<file path="config.mk">
export PLATFORM = sky130hd
export DESIGN_NAME = tx_frame_controller
export DESIGN_NICKNAME = d
export VERILOG_FILES = /design/src/rtl/tx_frame_controller.sv
export SDC_FILE = /design/constraint.sdc
export NUM_CORES = 1
export LEC_CHECK = 0
export CAP_MARGIN = 20
export CORE_ASPECT_RATIO = 0.8
export CORE_MARGIN = 10
export CORE_UTILIZATION = 35
export CTS_BUF_LIST = sky130_fd_sc_hd__clkbuf_8
export CTS_CLUSTER_SIZE = 25
export DETAILED_ROUTE_END_ITERATION = 6
export DONT_BUFFER_PORTS = 1
export PLACE_DENSITY = 0.5
export SYNTH_ARGS = -nofsm -noshare
export SYNTH_HDL_FRONTEND = slang
export SYNTH_SLANG_ARGS = --single-unit
</file>
<file path="constraint.sdc">
create_clock -name i_fosk -period 2 [get_ports i_fosk]
set_input_delay 0.4 -clock i_fosk [delete_from_list [all_inputs] [get_ports i_fosk]]
set_output_delay 0.4 -clock i_fosk [all_outputs]
set_load 0.03 [all_outputs]
</file>
<file path="src/rtl/tx_frame_controller.sv">
// rtl/tx_frame_controller.sv - USART transmit frame sequencer (start, 5-9 data, parity, 1-2 stop bits)
// Optional line-break hold is compiled in with `define USART_TX_BREAK_EN.
module tx_frame_controller #(
    parameter int BITCNT_W = 4
) (
    input  logic       i_fosk,
    input  logic       i_rst,
    input  logic       i_txclk,
    input  logic       i_TXEN,
    input  logic       i_udre,
    input  logic [2:0] i_UCSZ,
    input  logic       i_UPM1,
    input  logic       i_USBS,
    input  logic       i_txc_clr,
`ifdef USART_TX_BREAK_EN
    input  logic       i_brk,
`endif
    output logic       o_fsm_we,
    output logic       o_fsm_ps,
    output logic       o_fsm_ad,
    output logic       o_fsm_pi,
    output logic       o_fsm_dp,
    output logic       o_txc,
    output logic       o_busy
);

    typedef enum logic [2:0] {
        S_IDLE,
        S_DATA,
        S_PARITY,
        S_STOP1,
        S_STOP2
    } state_t;

    state_t              state_q, state_d;
    logic [BITCNT_W-1:0] cnt_q, cnt_d;
    logic [BITCNT_W-1:0] size_q, size_d;
    logic                par_en_q, par_en_d;
    logic                two_stop_q, two_stop_d;
    logic                txc_q, txc_d;
    logic                busy_q, busy_d;

    logic start;
    logic line_hold;
    logic load;
    logic eof;

    function automatic logic [BITCNT_W-1:0] char_size(input logic [2:0] ucsz);
        case (ucsz)
            3'b000:  char_size = BITCNT_W'(5);
            3'b001:  char_size = BITCNT_W'(6);
            3'b010:  char_size = BITCNT_W'(7);
            3'b111:  char_size = BITCNT_W'(9);
            default: char_size = BITCNT_W'(8);
        endcase
    endfunction

`ifdef USART_TX_BREAK_EN
    // brk_q remembers that the previous tick was a break tick, so the
    // released line shows a full idle bit before the next start bit.
    logic brk_q, brk_d;

    always_comb begin
        brk_d = brk_q;
        if (i_txclk) begin
            brk_d = (state_q == S_IDLE) & i_brk;
        end
    end

    always_ff @(posedge i_fosk) begin
        if (i_rst) begin
            brk_q <= 1'b0;
        end else begin
            brk_q <= brk_d;
        end
    end

    assign line_hold = i_brk;
    assign start     = i_TXEN & ~i_udre & ~i_brk & ~brk_q;
`else
    assign line_hold = 1'b0;
    assign start     = i_TXEN & ~i_udre;
`endif

    assign load = i_txclk & (state_q == S_IDLE) & start;

    always_ff @(posedge i_fosk) begin
        if (i_rst) begin
            state_q    <= S_IDLE;
            cnt_q      <= '0;
            size_q     <= BITCNT_W'(8);
            par_en_q   <= 1'b0;
            two_stop_q <= 1'b0;
            txc_q      <= 1'b0;
            busy_q     <= 1'b0;
        end else begin
            state_q    <= state_d;
            cnt_q      <= cnt_d;
            size_q     <= size_d;
            par_en_q   <= par_en_d;
            two_stop_q <= two_stop_d;
            txc_q      <= txc_d;
            busy_q     <= busy_d;
        end
    end

    always_comb begin
        state_d    = state_q;
        cnt_d      = cnt_q;
        size_d     = size_q;
        par_en_d   = par_en_q;
        two_stop_d = two_stop_q;
        eof        = 1'b0;
        if (i_txclk) begin
            case (state_q)
                S_IDLE: begin
                    if (start) begin
                        size_d     = char_size(i_UCSZ);
                        par_en_d   = i_UPM1;
                        two_stop_d = i_USBS;
                        cnt_d      = '0;
                        state_d    = S_DATA;
                    end
                end
                S_DATA: begin
                    cnt_d = cnt_q + 1'b1;
                    if (cnt_q == size_q - 1'b1) begin
                        state_d = par_en_q ? S_PARITY : S_STOP1;
                    end
                end
                S_PARITY: state_d = S_STOP1;
                S_STOP1: begin
                    if (two_stop_q) begin
                        state_d = S_STOP2;
                    end else begin
                        state_d = S_IDLE;
                        eof     = 1'b1;
                    end
                end
                S_STOP2: begin
                    state_d = S_IDLE;
                    eof     = 1'b1;
                end
                default: state_d = S_IDLE;
            endcase
        end
    end

    // Set is evaluated last so a completing frame beats a coincident clear.
    always_comb begin
        txc_d = txc_q;
        if (i_txc_clr | load) begin
            txc_d = 1'b0;
        end
        if (eof & i_udre) begin
            txc_d = 1'b1;
        end
        busy_d = (state_d != S_IDLE) | line_hold;
    end

    always_comb begin
        o_fsm_we = 1'b0;
        o_fsm_ps = 1'b1;
        o_fsm_ad = 1'b0;
        o_fsm_pi = 1'b1;
        o_fsm_dp = 1'b0;
        case (state_q)
            S_IDLE: begin
                o_fsm_we = start;
                o_fsm_ps = ~start & ~line_hold;
            end
            S_DATA: begin
                o_fsm_ad = 1'b1;
                o_fsm_pi = 1'b0;
            end
            S_PARITY: begin
                o_fsm_dp = 1'b1;
                o_fsm_pi = 1'b0;
            end
            default: ;
        endcase
    end

    assign o_txc  = txc_q;
    assign o_busy = busy_q;

endmodule

</file>
# Yosys cells after proc, flatten, opt, wreduce, memory -nomap -nowiden
# Cells that the tools add are included.
# totals
reg_bits	15
input_bits	11
out_inout_bits	7
word_cells	52
# classes
n_addsub	2
n_eq_ne	9
n_mux	19
bitwise	7
reduce_logical	8
# ops
op	n
$pmux W4 S4	1
$mux W3	4
$pmux W3 S4	1
$mux W1	10
$eq A3 B2 Y1 const B	3
$pmux W4 S2	1
$eq A3 B1 Y1 const B	2
$eq A3 B3 Y1 const B	2
$logic_not A3 Y1	2
$reduce_and A3 Y1	2
$add A4 B1 Y4 const B	1
$and A1 B1 Y1	4
$eq A4 B4 Y1	1
$mux W4	1
$reduce_bool A2 Y1	2
$sub A4 B1 Y4 const B	1
$reduce_bool A3 Y1	1
$ne A2 B2 Y1 const B	1
$not A1 Y1	2
$pmux W1 S2	1
$reduce_or A2 Y1	1
$or A1 B1 Y1	1

# Logic depth before layout (Yosys ltp)
# Gate-level depths: netlist (run 1).
# logic_depth
depth_word	6
mapped_depth	7
mapped_depth_nobuf	7

# Worst setup path after synthesis (run 1)
# Ideal clock, no wire load.
# synth_timing
path_type	reg2out
from	register state_q[1]
to	output o_fsm_pi
arrival_time_ns	1.411
t_required_ns	1.600
slack_ns	0.189
path_stages_with_launch	5
n_path_buf	1
cell_sequence	dfxtp_1 buf_4 nor2b_1 nor2b_1 nor2_1
# synth_via
elab_chain_cells	3
elab_cells_between_ends	4
cone_classes	2 x eq/ne; 1 x mux; 1 x reduce/logical
# synth_lines
element	line_no	rtl
start, declared	35	state_t state_q, state_d;
start signal, assigned	97	state_q <= state_d;
$eq A3 B2 Y1 / $eq A3 B1 Y1 (equally long branches)	167	case (state_q)
$reduce_or A2 Y1 (no line) (*)	n/a	
$mux W1 (*)	167	
end, declared	21	output logic o_fsm_pi,
# Mark *: on every way between the ends. The rest lies on a longest branch, timed or not.

# Worst setup path after layout (run 1)
# layout_timing
from	register state_q[0]
to	output o_fsm_ps
# layout_via
elab_chain_cells	2
# layout_lines
element	line_no	rtl
$logic_not A3 Y1	167	
$mux W1	167	
end, declared	19	output logic o_fsm_ps,
# No other way between the ends.

==> impl_metrics.sql, run 1 <==
INSERT INTO impl_metrics (metric_group, metric, value, unit) VALUES
('timing', 'finalSetupViolCount', '0', ''),
('critical_path', 'crit_path_max_incr_delay', '550', 'ps'),
('synth', 'ys_warn_count', '0', ''),
('clock_network', 'cts_hold_repair.buffers', '0', ''),
('clock_network', 'cts_htree_levels', '1', ''),
('synth', 'synth.mux.area_fraction', '0', '%'),
('final_layout', 'final.fill_count', '211', ''),
('critical_path', 'cpLargestDelayFamily', 'flip-flops', ''),
('critical_path', 'cp-end-kind', 'primary output', ''),
('timing', 'fin_worst_hold_slack', '217', 'ps'),
('grt', 'use_met3', '5.24', '%'),
('floorplanning', 'design.die.area', '4630', 'um^2'),
('floorplanning', 'core.rowCount', '15', ''),
('final_layout', 'antenna-diode-count', '0', ''),
('timing', 'slew_headroom', '67.7', '%'),
('min_path', 'hold_path_class', 'input pin to flip-flop', ''),
('grt', 'grtUsageMet1', '9.45', '%'),
('clock_network', 'cts_setup_buffers', '0', ''),
('clock_network', 'tritoncts', 'done', ''),
('critical_path', 'critical_path_class', 'flip-flop to primary output', ''),
('power', 'powerDensity', '691', 'nW/um^2'),
('floorplanning', 'io_pins', '18', ''),
('timing', 'timing_max_transition_violations_final', '0', ''),
('grt', 'grt_start_max_net_pins', '16', ''),
('synth', 'synthCells', '99', ''),
('synth', 'synth_top_cells_by_count', '15 x dfxtp_1, 13 x nand2_1, 10 x a21oi_1', ''),
('timing', 'worst_slew_pin_slew', '478', 'ps'),
('final_layout', 'syn_to_final_growth', '10.7', '%'),
('synth', 'synth_area_per_cell', '8.13', 'um^2'),
('critical_path', 'crit_path_cell_trace', 'and3b_1, buf_4, inv_1', ''),
('drt', 'postRouteAntennaNets', '0', ''),
('synth', 'dominant_combinational_cell_family_by_area_after_synthesis', 'simple AND/OR/NAND/NOR gates', ''),
('floorplanning', 'floorplan.initialDensity', '37.0', '%'),
('grt', 'first_global_vias', '660', ''),
('grt', 'grt_pass1_wl', '3100', 'um'),
('grt', 'globalRoute.totalOverflow', '0', ''),
('critical_path', 'worst-path-max-fanout', '13', ''),
('synth', 'synth-compound-area-share', '14.9', '%'),
('final_layout', 'drive_gt1_share', '8.74', '%'),
('synth', 'ys_ff_latch', '15', ''),
('power', 'p_leak', '0.333', 'nW'),
('critical_path', 'timing.critical_path.from_type', 'flip-flop', ''),
('timing', 'final.min_clock_period', '1850', 'ps'),
('final_layout', 'finish.net_count', '117', ''),
('placed_design', 'placed_area', '846', 'um^2'),
('synth', 'synthAdderAreaFrac', '3.11', '%'),
('drt', 'viasPerCell', '5.17', ''),
('status', 'run_status', 'completed', ''),
('placed_design', 'place.detailed.hpwl', '1470', 'um'),
('timing', 'max_freq', '540', 'MHz'),
('drt', 'drc', '0', ''),
('final_layout', 'postLayoutCoreUtil', '40.9', '%'),
('clock_network', 'cts_repair_resize_count', '0', ''),
('min_path', 'min_from', 'i_rst', ''),
('clock_network', 'cts-buffers-inserted', '3', ''),
('placed_design', 'port_buffers', '0', ''),
('clock_network', 'clk_pin_slew', '60', 'ps'),
('grt', 'grt-busiest-layer', 'met2', ''),
('clock_network', 'root_buffer', 'clkbuf_8', ''),
('grt', 'use_met2', '12.9', '%'),
('critical_path', 'cp_data_required_time', '1600', 'ps'),
('synth', 'ys_seq_area_share', '37.3', '%'),
('critical_path', 'slowest_stage', 'dfxtp_1', ''),
('synth', 'synth_largest_type_area_fraction', '37.3', '%'),
('synth', 'area_of_the_mapped_netlist', '805', 'um^2'),
('clock_network', 'clkSinkCount', '15', ''),
('timing', 'final.setup_skew', '2.76', 'ps'),
('clock_network', 'cts_buffer_depth', '2', ''),
('drt', 'post_drt_wl_per_cell', '15.0', 'um'),
('grt', 'grt_use_total', '8.49', '%'),
('floorplanning', 'floorplan.core_area', '2180', 'um^2');
routing by layer:
metal / wire [um] / up-vias
met2: 902 / 13
met5: 0 / -
met1: 842 / 296
li1: - / 351
met3: 153 / 2
met4: 17 / 0
path summary, 6_finish.rpt:
path / cells past startpoint / to / slack (ps)
worst max-delay path: 3 / o_fsm_ps / 150
worst min-delay path: 1 / two_stop_q$_SDFFE_PP0P_ / 220
worst max register to register: 7 / o_busy$_SDFF_PP0_ / 210
worst min register to register: 2 / par_en_q$_SDFFE_PP0P_ / 460
layout by cell type, fill, tap and decap left out, types with 4 or more instances in the layout:
| cell type | n |
|---|---|
| dfxtp_1 | 15 |
| xor2_1 | 6 |
| nor2_1 | 4 |
| nand2_1 | 13 |
| nand2b_1 | 4 |
| buf_4 | 5 |
| a21oi_1 | 10 |
| xnor2_1 | 4 |
| nand3_1 | 4 |
| inv_1 | 4 |
power by group:
group | total (mW) | internal (mW) | switching, mW
Combinational | 0.0586 | 0.0267 | 0.0320
Sequential | 0.316 | 0.306 | 0.0104
Clock | 0.241 | 0.136 | 0.105
Total | 0.616 | 0.469 | 0.147
registers in the layout, summed over array words and instances, names as in the netlist:
name / cells
size_q: 4
o_busy: 1
o_txc: 1
two_stop_q: 1
par_en_q: 1
state_q: 3
cnt_q: 4
logic make-up (layout without fill, tap and decap cells):
family / count (synthesis) / after routing
adders and majority gates: 2 / 2
AOI/OAI and AO/OA: 20 / 20
and+or+nand+nor: 44 / 44
DFF: 15 / 15
buffers and inverters: 8 / 12
xor gates and xnor gates: 10 / 10
final cells by class:
cell class	count	area, um^2	share of cell area [%]
multi-input combinational	76	465	52.2
sequential	15	300	33.7
clock buffer	3	41.3	4.63
timing repair buffer	5	37.5	4.21
tap	25	31.3	3.51
inverter	3	11.3	1.26
clock inverter	1	3.75	0.421
metrics by stage:
stage                     setup WS [ps]  instances  total power, mW
after detailed placement            235        124            0.382
after global placement              285        124            0.381
after CTS                           147        128            0.622
after global routing               86.0        128            0.644
final                               150        128            0.616
after floorplan                     189         99            0.373
Power figures use the tool's default switching activity.
==> inputs of run 2 (changes only) <==
--- a/config.mk
+++ b/config.mk
@@ -14,6 +14,7 @@
 export DETAILED_ROUTE_END_ITERATION = 6
 export DONT_BUFFER_PORTS = 1
 export PLACE_DENSITY = 0.5
+export SKIP_CTS_REPAIR_TIMING = 1
 export SYNTH_ARGS = -nofsm -noshare
 export SYNTH_HDL_FRONTEND = slang
 export SYNTH_SLANG_ARGS = --single-unit
==> results of run 2 <==
Final layout, timing and power as in run 1 (identical DEF).
==> inputs of run 3 (changes only) <==
--- a/config.mk
+++ b/config.mk
@@ -5,6 +5,7 @@
 export SDC_FILE = /design/constraint.sdc
 export NUM_CORES = 1
 export LEC_CHECK = 0
+export ABC_AREA = 1
 export CAP_MARGIN = 20
 export CORE_ASPECT_RATIO = 0.8
 export CORE_MARGIN = 10
==> impl_metrics.sql, run 3 <==
INSERT INTO impl_metrics (metric_group, metric, value, unit) VALUES
('status', 'run_status', 'completed', ''),
('final_layout', 'postLayoutCoreUtil', '39.8', '%'),
('drt', 'total_number_of_vias', '768', ''),
('critical_path', 'setup.worst_path.end', 'o_fsm_ps', ''),
('timing', 'timing_max_transition_violations_final', '0', ''),
('grt', 'use_met2', '11.0', '%'),
('grt', 'grt_pass1_wl', '3370', 'um'),
('clock_network', 'tritoncts', 'done', ''),
('grt', 'use_met3', '4.89', '%'),
('drt', 'initialDrtViolationCount', '48', ''),
('drt', 'viasPerCell', '4.41', ''),
('placed_design', 'port_buffers', '0', ''),
('timing', 'finalSetupViolCount', '0', ''),
('timing', 'fin_worst_hold_slack', '205', 'ps'),
('power', 'power.sequential.fraction', '49.7', '%'),
('power', 'clkPwrFrac', '38.4', '%'),
('timing', 'max_freq', '587', 'MHz'),
('timing', 'finalHoldViolations', '0', ''),
('drt', 'drt-pass1-iter-count', '5', ''),
('timing', 'fin_setup_tns', '0', 'ps'),
('critical_path', 'critical_path_class', 'flip-flop to primary output', ''),
('placed_design', 'place_inst', '170', ''),
('synth', 'ys_seq_area_share', '33.6', '%'),
('final_layout', 'drive_gt1_share', '12.3', '%'),
('grt', 'grt_use_total', '8.30', '%'),
('clock_network', 'cts_htree_levels', '1', ''),
('grt', 'grtUsageMet1', '10.3', '%'),
('synth', 'yosys-top-cells-area', 'dfxtp_1 34%, nand2_1 16%, inv_1 9.2%', ''),
('clock_network', 'root_buffer', 'clkbuf_8', ''),
('synth', 'synthCells', '136', ''),
('synth', 'synth_top_cells_by_count', '38 x nand2_1, 22 x inv_1, 15 x dfxtp_1', ''),
('timing', 'period_utilization', '85.3', '%'),
('final_layout', 'finish.net_count', '152', ''),
('clock_network', 'later_pin_clock_latency_in_the_skew_report', '250', 'ps'),
('drt', 'drc', '0', ''),
('critical_path', 'crit-reg2reg-capture', 'o_busy$_SDFF_PP0_', ''),
('synth', 'synth_largest_type_area_fraction', '33.6', '%'),
('timing', 'final.setup_skew', '1.31', 'ps'),
('synth', 'synth_area_per_cell', '6.57', 'um^2'),
('synth', 'synth.net_count', '149', ''),
('critical_path', 'crit_start', 'state_q[2]$_SDFF_PP0_', ''),
('power', 'peakVddDrop', '0.000302', 'V'),
('final_layout', 'syn_to_final_growth', '8.68', '%'),
('final_layout', 'layout.cells.most_common', 'nand2_1', ''),
('floorplanning', 'design.die.area', '4990', 'um^2'),
('flow_run', 'cap_violations', '0', ''),
('critical_path', 'worst-path-max-fanout', '5', ''),
('critical_path', 'reg2reg_setup_slack', '450', 'ps'),
('timing', 'final.min_clock_period', '1710', 'ps'),
('clock_network', 'clkSinkCount', '15', ''),
('min_path', 'hold_path_class', 'input pin to flip-flop', ''),
('final_layout', 'antenna-diode-count', '0', ''),
('critical_path', 'cp-end-kind', 'primary output', ''),
('clock_network', 'cts_buffer_depth', '2', ''),
('power', 'fin_total_pwr', '634', 'uW'),
('final_layout', 'final_cell_mix', '38 x nand2_1, 23 x inv_1, 15 x dfxtp_1', ''),
('timing', 'grt_setup_unrepaired', 'false', ''),
('critical_path', 'crit-reg2reg-launch', 'size_q[0]$_SDFFE_PP0P_', ''),
('grt', 'globalRoute.totalOverflow', '0', ''),
('power', 'combPwrFrac', '11.9', '%'),
('floorplanning', 'io_pins', '18', ''),
('power', 'sw_frac_of_total', '26.4', '%'),
('power', 'powerDensity', '653', 'nW/um^2'),
('synth', 'ys_ff_latch', '15', ''),
('critical_path', 'ff2ff_path_depth', '13', ''),
('synth', 'yosys_most_used_dff', 'dfxtp_1', ''),
('critical_path', 'timing.critical_path.from_type', 'flip-flop', ''),
('final_layout', 'reg.largest.list', 'cnt_q (4), size_q (4), state_q (3)', ''),
('synth', 'synth_top_area_cell', 'dfxtp_1', ''),
('synth', 'most_numerous_cell_in_the_yosys_netlist', 'nand2_1', ''),
('floorplanning', 'floorplan.core_area', '2440', 'um^2'),
('drt', 'post_drt_wl_per_cell', '11.1', 'um'),
('power', 'p_leak', '0.466', 'nW'),
('synth', 'ys_warn_count', '0', ''),
('synth', 'synth.distinct_cells', '26', ''),
('grt', 'grt_start_max_net_pins', '12', ''),
('placed_design', 'place.detailed.hpwl', '1570', 'um'),
('synth', 'post_synth_edffs', '0', ''),
('grt', 'initial_antenna_violation_count', '0', ''),
('final_layout', 'count_of_non_filler_cells_in_the_finished_layout', '174', ''),
('floorplanning', 'floorplan.initialDensity', '36.6', '%'),
('drt', 'postRouteAntennaNets', '0', ''),
('critical_path', 'cp_data_required_time', '1600', 'ps'),
('grt', 'grt-busiest-layer', 'met2', ''),
('critical_path', 'critPathArrivalTime', '1310', 'ps'),
('power', 'intPower', '466', 'uW'),
('clock_network', 'clk_pin_slew', '60', 'ps'),
('timing', 'slew_headroom', '77.7', '%'),
('floorplanning', 'core.rowCount', '16', ''),
('floorplanning', 'fp.dieH', '65.2', 'um'),
('floorplanning', 'die_width', '76.5', 'um'),
('synth', 'area_of_the_mapped_netlist', '893', 'um^2'),
('power', 'net-switching-power', '168', 'uW'),
('grt', 'first_global_vias', '724', ''),
('synth', 'async_reset_ff_share', '0', '%'),
('drt', 'wl', '1940', 'um'),
('timing', 'worst_slew_pin_slew', '334', 'ps'),
('placed_design', 'finalWeightedCongestion', '0.840', ''),
('clock_network', 'cts-buffers-inserted', '3', '');
-- run 3: cell types whose count changed after synthesis, sizes merged, moves of 5 or more --
cell / change
inv: +23
nand2: +27
nand3: +5
nor2: +10
o21ai: +5
xor2: -5
-- run 3: critical path: stages, from the launching register on --
cell     delay, ps
dfxtp_1        380
inv_2          100
nand3_2         80
nor2_4         270
inv_1          230
-- run 3: kinds of logic (layout without fill, tap and decap cells) --
group,Yosys count,in the layout,synth area share (%)
xor gates and xnor gates,1,1,0.981
DFF,15,15,33.6
AOI/OAI and AO/OA,17,17,10.6
and+or+nand+nor,72,72,38.8
adders and majority gates,2,2,2.80
buffers and inverters,29,31,13.2
-- run 3: worst min path at each step --
| stage | start | end | slack [ps] | cells after the start |
|---|---|---|---|---|
| 2_1_floorplan | par_en_q$_SDFFE_PP0P_ | par_en_q$_SDFFE_PP0P_ | 460 | 2 |
| 3_3_place_gp | i_rst | size_q[1]$_SDFFE_PP0P_ | 470 | 1 |
| 3_5_place_dp | i_rst | size_q[1]$_SDFFE_PP0P_ | 470 | 1 |
| 4_1_cts | i_rst | size_q[1]$_SDFFE_PP0P_ | 200 | 1 |
| 5_1_grt | i_rst | size_q[1]$_SDFFE_PP0P_ | 200 | 1 |
| 6_report | i_rst | size_q[1]$_SDFFE_PP0P_ | 200 | 1 |
-- run 3: metrics by stage --
| step | area [um^2] | setup WS [ps] |
|---|---|---|
| global placement | 926 | 461 |
| detailed placement | 926 | 456 |
| finish | 971 | 295 |
| global route | 971 | 228 |
| CTS | 971 | 277 |
| floorplan | 893 | 590 |
-- run 3: power by group through the flow --
stage          Sequential, mW  Clock, mW  Combinational, mW
6_report                0.315      0.243             0.0754
5_1_grt                 0.316      0.261             0.0874
4_1_cts                 0.316      0.249             0.0764
3_5_place_dp            0.322          0             0.0761
3_3_place_gp            0.322          0             0.0757
2_1_floorplan           0.320          0             0.0699
-- run 3: per-layer routing --
metal	wire, um	vias up
met2	781	18
met4	25	0
met3	201	4
li1	-	425
met1	931	321
met5	0	-
-- run 3: area by class of cell --
class	instances	area, um^2
clock buffer	3	41.3
clock inverter	1	3.75
fill	282	1470
inverter	26	97.6
multi-input combinational	92	475
sequential	15	300
tap	36	45.0
timing repair buffer	1	7.51
